`src/rtl/mem_bus_arbiter_pkg.sv`:
```
// Shared definitions for the data-memory/device bus arbiter.
// Holds the FSM encoding and the address map.
package mem_bus_arbiter_pkg;

    typedef enum logic [1:0] {
        ST_IDLE     = 2'd0,
        ST_ACCESS   = 2'd1,
        ST_DEV_WAIT = 2'd2
    } arb_state_t;

    localparam logic [31:0] DM_TOP    = 32'h0000_3000;
    localparam logic [31:0] DEV0_BASE = 32'h0000_7F00;
    localparam logic [31:0] DEV0_TOP  = 32'h0000_7F0B;
    localparam logic [31:0] DEV1_BASE = 32'h0000_7F10;
    localparam logic [31:0] DEV1_TOP  = 32'h0000_7F1B;

    // Word offset (addr[3:2]) of the read-only timer count register
    localparam logic [1:0] TMR_CNT_OFS = 2'b10;

endpackage

```
`src/rtl/mem_addr_decode.sv`:
```
// Combinational address decoder for the data bus.
// Flags DM/device hits and any access that must complete with an error.
module mem_addr_decode
    import mem_bus_arbiter_pkg::*;
#(
    parameter logic [31:0] DM_TOP = mem_bus_arbiter_pkg::DM_TOP
) (
    input  logic [31:0] i_addr,
    input  logic        i_we,
    output logic        o_hit_dm,
    output logic        o_hit_dev,
    output logic        o_err
);

    logic w_misal;
    logic w_dev0;
    logic w_dev1;
    logic w_cnt_wr;

    // Region match, alignment and read-only register protection
    always_comb begin
        w_misal   = |i_addr[1:0];
        w_dev0    = (i_addr >= DEV0_BASE) && (i_addr <= DEV0_TOP);
        w_dev1    = (i_addr >= DEV1_BASE) && (i_addr <= DEV1_TOP);
        o_hit_dm  = i_addr < DM_TOP;
        o_hit_dev = w_dev0 | w_dev1;
        w_cnt_wr  = o_hit_dev & i_we & (i_addr[3:2] == TMR_CNT_OFS);
        o_err     = w_misal | ~(o_hit_dm | o_hit_dev) | w_cnt_wr;
    end

endmodule

```
`src/rtl/mem_bus_arbiter.sv`:
```
// Two-master round-robin arbiter for the data-memory/device bus.
// Single-cycle DM accesses, fixed wait states for device accesses.
module mem_bus_arbiter
    import mem_bus_arbiter_pkg::*;
#(
    parameter int unsigned DEV_WAIT = 2,
    parameter logic [31:0] DM_TOP   = mem_bus_arbiter_pkg::DM_TOP
) (
    input  logic        clk,
    input  logic        reset,
    input  logic [1:0]  m_req,
    input  logic [1:0]  m_we,
    input  logic [31:0] m0_addr,
    input  logic [31:0] m1_addr,
    input  logic [31:0] m0_wd,
    input  logic [31:0] m1_wd,
    output logic [1:0]  m_ready,
    output logic [1:0]  m_err,
    output logic [31:0] m_rd,
    output logic        dm_we,
    output logic [31:0] dm_addr,
    output logic [31:0] dm_wd,
    input  logic [31:0] dm_rd,
    output logic        pr_we,
    output logic [31:0] pr_addr,
    output logic [31:0] pr_wd,
    input  logic [31:0] pr_rd
);

    localparam logic [2:0] LP_WAIT = 3'(DEV_WAIT);

    arb_state_t  r_state;
    arb_state_t  w_state_nxt;
    logic        r_last_gnt;
    logic        r_gnt;
    logic [31:0] r_addr;
    logic        r_we;
    logic [31:0] r_wd;
    logic [2:0]  r_cnt;

    logic        w_win;
    logic        w_hit_dm;
    logic        w_hit_dev;
    logic        w_err;
    logic        w_dm_ok;
    logic        w_dev_ok;
    logic        w_load_cnt;

    mem_addr_decode #(
        .DM_TOP   (DM_TOP)
    ) u_dec (
        .i_addr   (r_addr),
        .i_we     (r_we),
        .o_hit_dm (w_hit_dm),
        .o_hit_dev(w_hit_dev),
        .o_err    (w_err)
    );

    // Round-robin pick: on contention the master not granted last wins
    always_comb begin
        w_win = (m_req == 2'b11) ? ~r_last_gnt : m_req[1];
    end

    // State, grant and request latch; counter reloads on device access
    always_ff @(posedge clk) begin
        if (!reset) begin
            r_state    <= ST_IDLE;
            r_last_gnt <= 1'b1;
            r_gnt      <= 1'b0;
            r_addr     <= '0;
            r_we       <= 1'b0;
            r_wd       <= '0;
            r_cnt      <= '0;
        end else begin
            r_state <= w_state_nxt;
            if (r_state == ST_IDLE && |m_req) begin
                r_gnt      <= w_win;
                r_last_gnt <= w_win;
                r_addr     <= w_win ? m1_addr : m0_addr;
                r_wd       <= w_win ? m1_wd : m0_wd;
                r_we       <= m_we[w_win];
            end
            if (w_load_cnt) begin
                r_cnt <= LP_WAIT;
            end else if (r_state == ST_DEV_WAIT) begin
                r_cnt <= r_cnt - 3'd1;
            end
        end
    end

    // Next state, slave strobes and the response to the granted master
    always_comb begin
        w_state_nxt = r_state;
        w_load_cnt  = 1'b0;
        w_dm_ok     = w_hit_dm & ~w_err;
        w_dev_ok    = w_hit_dev & ~w_err;
        m_ready     = '0;
        m_err       = '0;
        m_rd        = '0;
        dm_we       = 1'b0;
        pr_we       = 1'b0;
        dm_addr     = '0;
        dm_wd       = '0;
        pr_addr     = '0;
        pr_wd       = '0;
        if (r_state != ST_IDLE) begin
            dm_addr = r_addr;
            dm_wd   = r_wd;
            pr_addr = r_addr;
            pr_wd   = r_wd;
        end
        case (r_state)
            ST_IDLE: begin
                if (|m_req) begin
                    w_state_nxt = ST_ACCESS;
                end
            end
            ST_ACCESS: begin
                unique case (1'b1)
                    w_err: begin
                        m_ready[r_gnt] = 1'b1;
                        m_err[r_gnt]   = 1'b1;
                        w_state_nxt    = ST_IDLE;
                    end
                    w_dm_ok: begin
                        dm_we          = r_we;
                        m_ready[r_gnt] = 1'b1;
                        m_rd           = dm_rd;
                        w_state_nxt    = ST_IDLE;
                    end
                    w_dev_ok: begin
                        pr_we       = r_we;
                        w_load_cnt  = 1'b1;
                        w_state_nxt = ST_DEV_WAIT;
                    end
                    default: begin
                        w_state_nxt = ST_IDLE;
                    end
                endcase
            end
            ST_DEV_WAIT: begin
                if (r_cnt == 3'd1) begin
                    m_ready[r_gnt] = 1'b1;
                    m_rd           = pr_rd;
                    w_state_nxt    = ST_IDLE;
                end
            end
            default: begin
                w_state_nxt = ST_IDLE;
            end
        endcase
    end

endmodule

```
`config.mk`:
```
export PLATFORM = sky130hd
export DESIGN_NAME = mem_bus_arbiter
export DESIGN_NICKNAME = d
export VERILOG_FILES = /design/src/rtl/mem_bus_arbiter_pkg.sv /design/src/rtl/mem_addr_decode.sv /design/src/rtl/mem_bus_arbiter.sv
export SDC_FILE = /design/constraint.sdc
export NUM_CORES = 1
export LEC_CHECK = 0
export ABC_AREA = 0
export BUFFER_PORTS_ARGS = -buffer_cell sky130_fd_sc_hd__buf_2
export CAP_MARGIN = 20
export CELL_PAD_IN_SITES_DETAIL_PLACEMENT = 0
export CELL_PAD_IN_SITES_GLOBAL_PLACEMENT = 1
export CORE_UTILIZATION = 25
export DETAILED_ROUTE_END_ITERATION = 10
export PLACE_DENSITY = 0.88
export RECOVER_POWER = 25
export SLEW_MARGIN = 20
export SYNTH_ARGS = -nofsm -noshare
export SYNTH_HDL_FRONTEND = slang
export SYNTH_HIERARCHICAL = 1
export SYNTH_SLANG_ARGS = --single-unit
```
`constraint.sdc`:
```
create_clock -name clk -period 2.15 [get_ports clk]
set_clock_uncertainty 0.2 [all_clocks]
set_input_delay 0.3225 -clock clk [delete_from_list [all_inputs] [get_ports clk]]
set_output_delay 0.3225 -clock clk [all_outputs]
set_load 0.03 [all_outputs]
```
==> results.cfg <==
[power]
internal_power_mw = 3.26
p_sw_share_pct = 35.2
leakage_nw = 4.06
vdd_drop_max_mv = 0.350
power_frac_comb_pct = 39.8
clkPwrFrac_pct = 29.2
p_total_mw = 5.03
p_seq_share_pct = 31.0
power_switching_mw = 1.77
power_density_mw_per_mm2 = 531

[synthesis]
synth_cell_type_count = 41
yosysWarningCount = 6
synth_edf_count = 0
syn_area_per_cell_um2 = 7.87
syn_nets = 849
synth_top_cell_area_share_pct = 28.3
ys.flop_type = dfxtp_1
synthArstFlopShare_pct = 0
yosysTopAreaCell = dfxtp_1
synth-seq-cells = 72
synth.area.top_cells = dfxtp_1, a21oi_2, nor2b_1
seq_area_frac_synth_pct = 28.3
netlist_area_mm2 = 0.00508
postSynthCellCount = 646

[critical_path]
criticalPathCategory = reg2out
cp_top_family = simple AND/OR/NAND/NOR gates
critical_path.max_fanout = 8
ff2ff_path_depth = 9
crit_chain = nor4_2, buf_4, nand3_4, a2111o_1, and3b_2, buf_12, clkbuf_16, a22oi_1, nor2b_2, buf_6
worstPathRequired_ps = 1630
critPathMaxStageDelay_ps = 380
startpoint_type = flop
cp-end-kind = primary output
cp.arrival_ps = 2500
path_buf_inv = 4
slowest_stage = a2111o_1
cp_num_cells = 10

[clock_tree]
cts_tree = built
cts.reportedPaths.clkPinSlew_ps = 70
htreeDepth = 3
cts.path.max_buffers = 2
numCtsBuffers = 9
root_buffer = clkbuf_16
numClockSinks = 72
clk_latency_ps = 340

[global_routing]
grt_max_degree = 42
grt_pass1_wl_mm = 29.5
gr-total-overflow = 0
antenna_found_initial = 3
grt_pass1_vias = 5650
grt_usage_pct = 18.6

[finish]
finish.utilization_pct = 48.0
area_growth_pct = 86.3
final_cell_mix = buf_2, buf_6, a21oi_2, nand2_1, dfxtp_1
final_cells = 1252
mostFrequentLayoutCell = buf_2
nFillCells = 1825
drive_above_1_share_pct = 67.5
design.final.nets = 1182

[placement]
dpl.hpwl_mm = 14.3
place_congestion = 0.813
io_buffers = 363
post-place-ws_ps = -634
dp_cells = 1212

[outcome]
violations = negative setup slack
outcome = finished, violations left

[route]
wirelength_mm = 22.1
first_iter_violations = 259
avgViaCountPerCell = 4.71
wire_per_inst_um = 17.6
drtAntennaViolNets = 0
dr.pass1.iters = 4
drc = 0
vias = 5895

[job]
drv_cap = 0

[timing]
setup_violations = 168
fmax_mhz = 331
hold_violations = 0
final.setup.worst_slack_ps = -871
rsz0062_at_grt = true
fin_crit_sh_pct = 141
slew_headroom_pct = 58.5
drv_slew = 0
worst_pin_slew_ps = 622
finalCriticalPeriod_ps = 3020

[min_path]
hold_depth = 3
hp-class = in2reg

[die]
die_y_um = 145
die_area_mm2 = 0.0209
initial_core_util_pct = 25.8
io_pins = 364
coreArea_mm2 = 0.0197
die_w_um = 145
rows = 51
-- sequential cells by signal, indices dropped and copies added, names as in the netlist --
signal	flops
r_addr	32
r_cnt	3
r_gnt	1
r_last_gnt	1
r_state	2
r_wd	32
r_we	1
-- path summary, 6_finish.rpt --
kind                            from                 endpoint  slack [ps]
max reg2reg  r_addr[29]$_SDFFE_PN0P_    r_cnt[2]$_SDFFE_PP0P_           0
min                      m0_addr[12]  r_addr[12]$_SDFFE_PN0P_          20
min reg2reg  r_state[0]$_SDFFE_PN0P_  r_state[0]$_SDFFE_PN0P_         290
max          r_addr[29]$_SDFFE_PN0P_                  m_rd[0]        -870
-- worst reg2reg max path, stage by stage (launching register included) --
cell and delay [ps]:
dfxtp_2 320, nor4_2 270, buf_4 160, nand3_4 80, a2111o_1 380, buf_4 160
nand3b_1 180, buf_4 170, nand2_2 70, nor2_1 50
-- per-stage QoR --
stage / area [um2] / hold slack (ps) / setup TNS, ps
2_1_floorplan: 5340 / 247 / -11290
3_3_place_gp: 7240 / 258 / -22820
3_5_place_dp: 7240 / 280 / -22140
4_1_cts: 8640 / 0.129 / -31840
5_1_grt: 9470 / 6.11 / -62070
6_report: 9470 / 17.6 / -41960
-- cells by family after synthesis --
family / after synthesis / synth area share [%]
adders and majority gates: 5 / 1.23
xor gates and xnor gates: 2 / 0.345
muxes: 1 / 0.197
AOI/OAI and AO/OA: 243 / 32.1
buffers and inverters: 123 / 16.4
DFF: 72 / 28.3
and+or+nand+nor: 200 / 21.4
-- power groups by stage --
| stage | logic, mW | registers (mW) | clock network [mW] |
|---|---|---|---|
| 6_report | 2.00 | 1.56 | 1.47 |
| 5_1_grt | 2.13 | 1.58 | 1.56 |
| 4_1_cts | 1.77 | 1.55 | 1.52 |
| 3_5_place_dp | 1.53 | 1.57 | 0 |
| 3_3_place_gp | 1.52 | 1.57 | 0 |
| 2_1_floorplan | 1.03 | 1.56 | 0 |
-- cells in the mapped netlist, types with 6 or more instances --
master and instances:
buf_2 19, clkbuf_1 21, o21ai_0 59, buf_4 71, a22oi_1 34, nand2_1 73, a21oi_1 53, dfxtp_1 72
a21oi_2 80, nor2_1 6, nor2b_1 97, o21ai_1 9
-- layout make-up --
| type | instances | area (um2) | share of cell area, % |
|---|---|---|---|
| antenna | 3 | 7.51 | 0.0792 |
| clock buffer | 10 | 239 | 2.52 |
| clock inverter | 6 | 50.0 | 0.528 |
| inverter | 5 | 18.8 | 0.198 |
| multi-input combinational | 451 | 3530 | 37.2 |
| sequential | 72 | 1450 | 15.3 |
| tap | 265 | 332 | 3.50 |
| timing repair buffer | 440 | 3850 | 40.7 |
-- repair_timing --
item | 4_1_cts | 5_1_grt
endpoints found under the setup margin | 162 | 174
hold buffers | 1 | 0
buffers inserted | 11 | 3
gates cloned | 1 | 7
hold endpoints to repair | 1 | 0
gates resized for setup | 331 | 176
pin swaps | 1 | 8
-- metal layers --
layer  part of all wire [%]  wire, um  vias up  global-route usage [%]
met3                    6.2      1370       27                    3.58
met1                     38      8410     2796                    20.0
met5                      0         0        -                       0
met4                    2.2       484        0                    6.43
met2                     54     11800      258                    35.7
li1                       -         -     2814                       -
No activity file was read; power rests on OpenSTA's default activity.
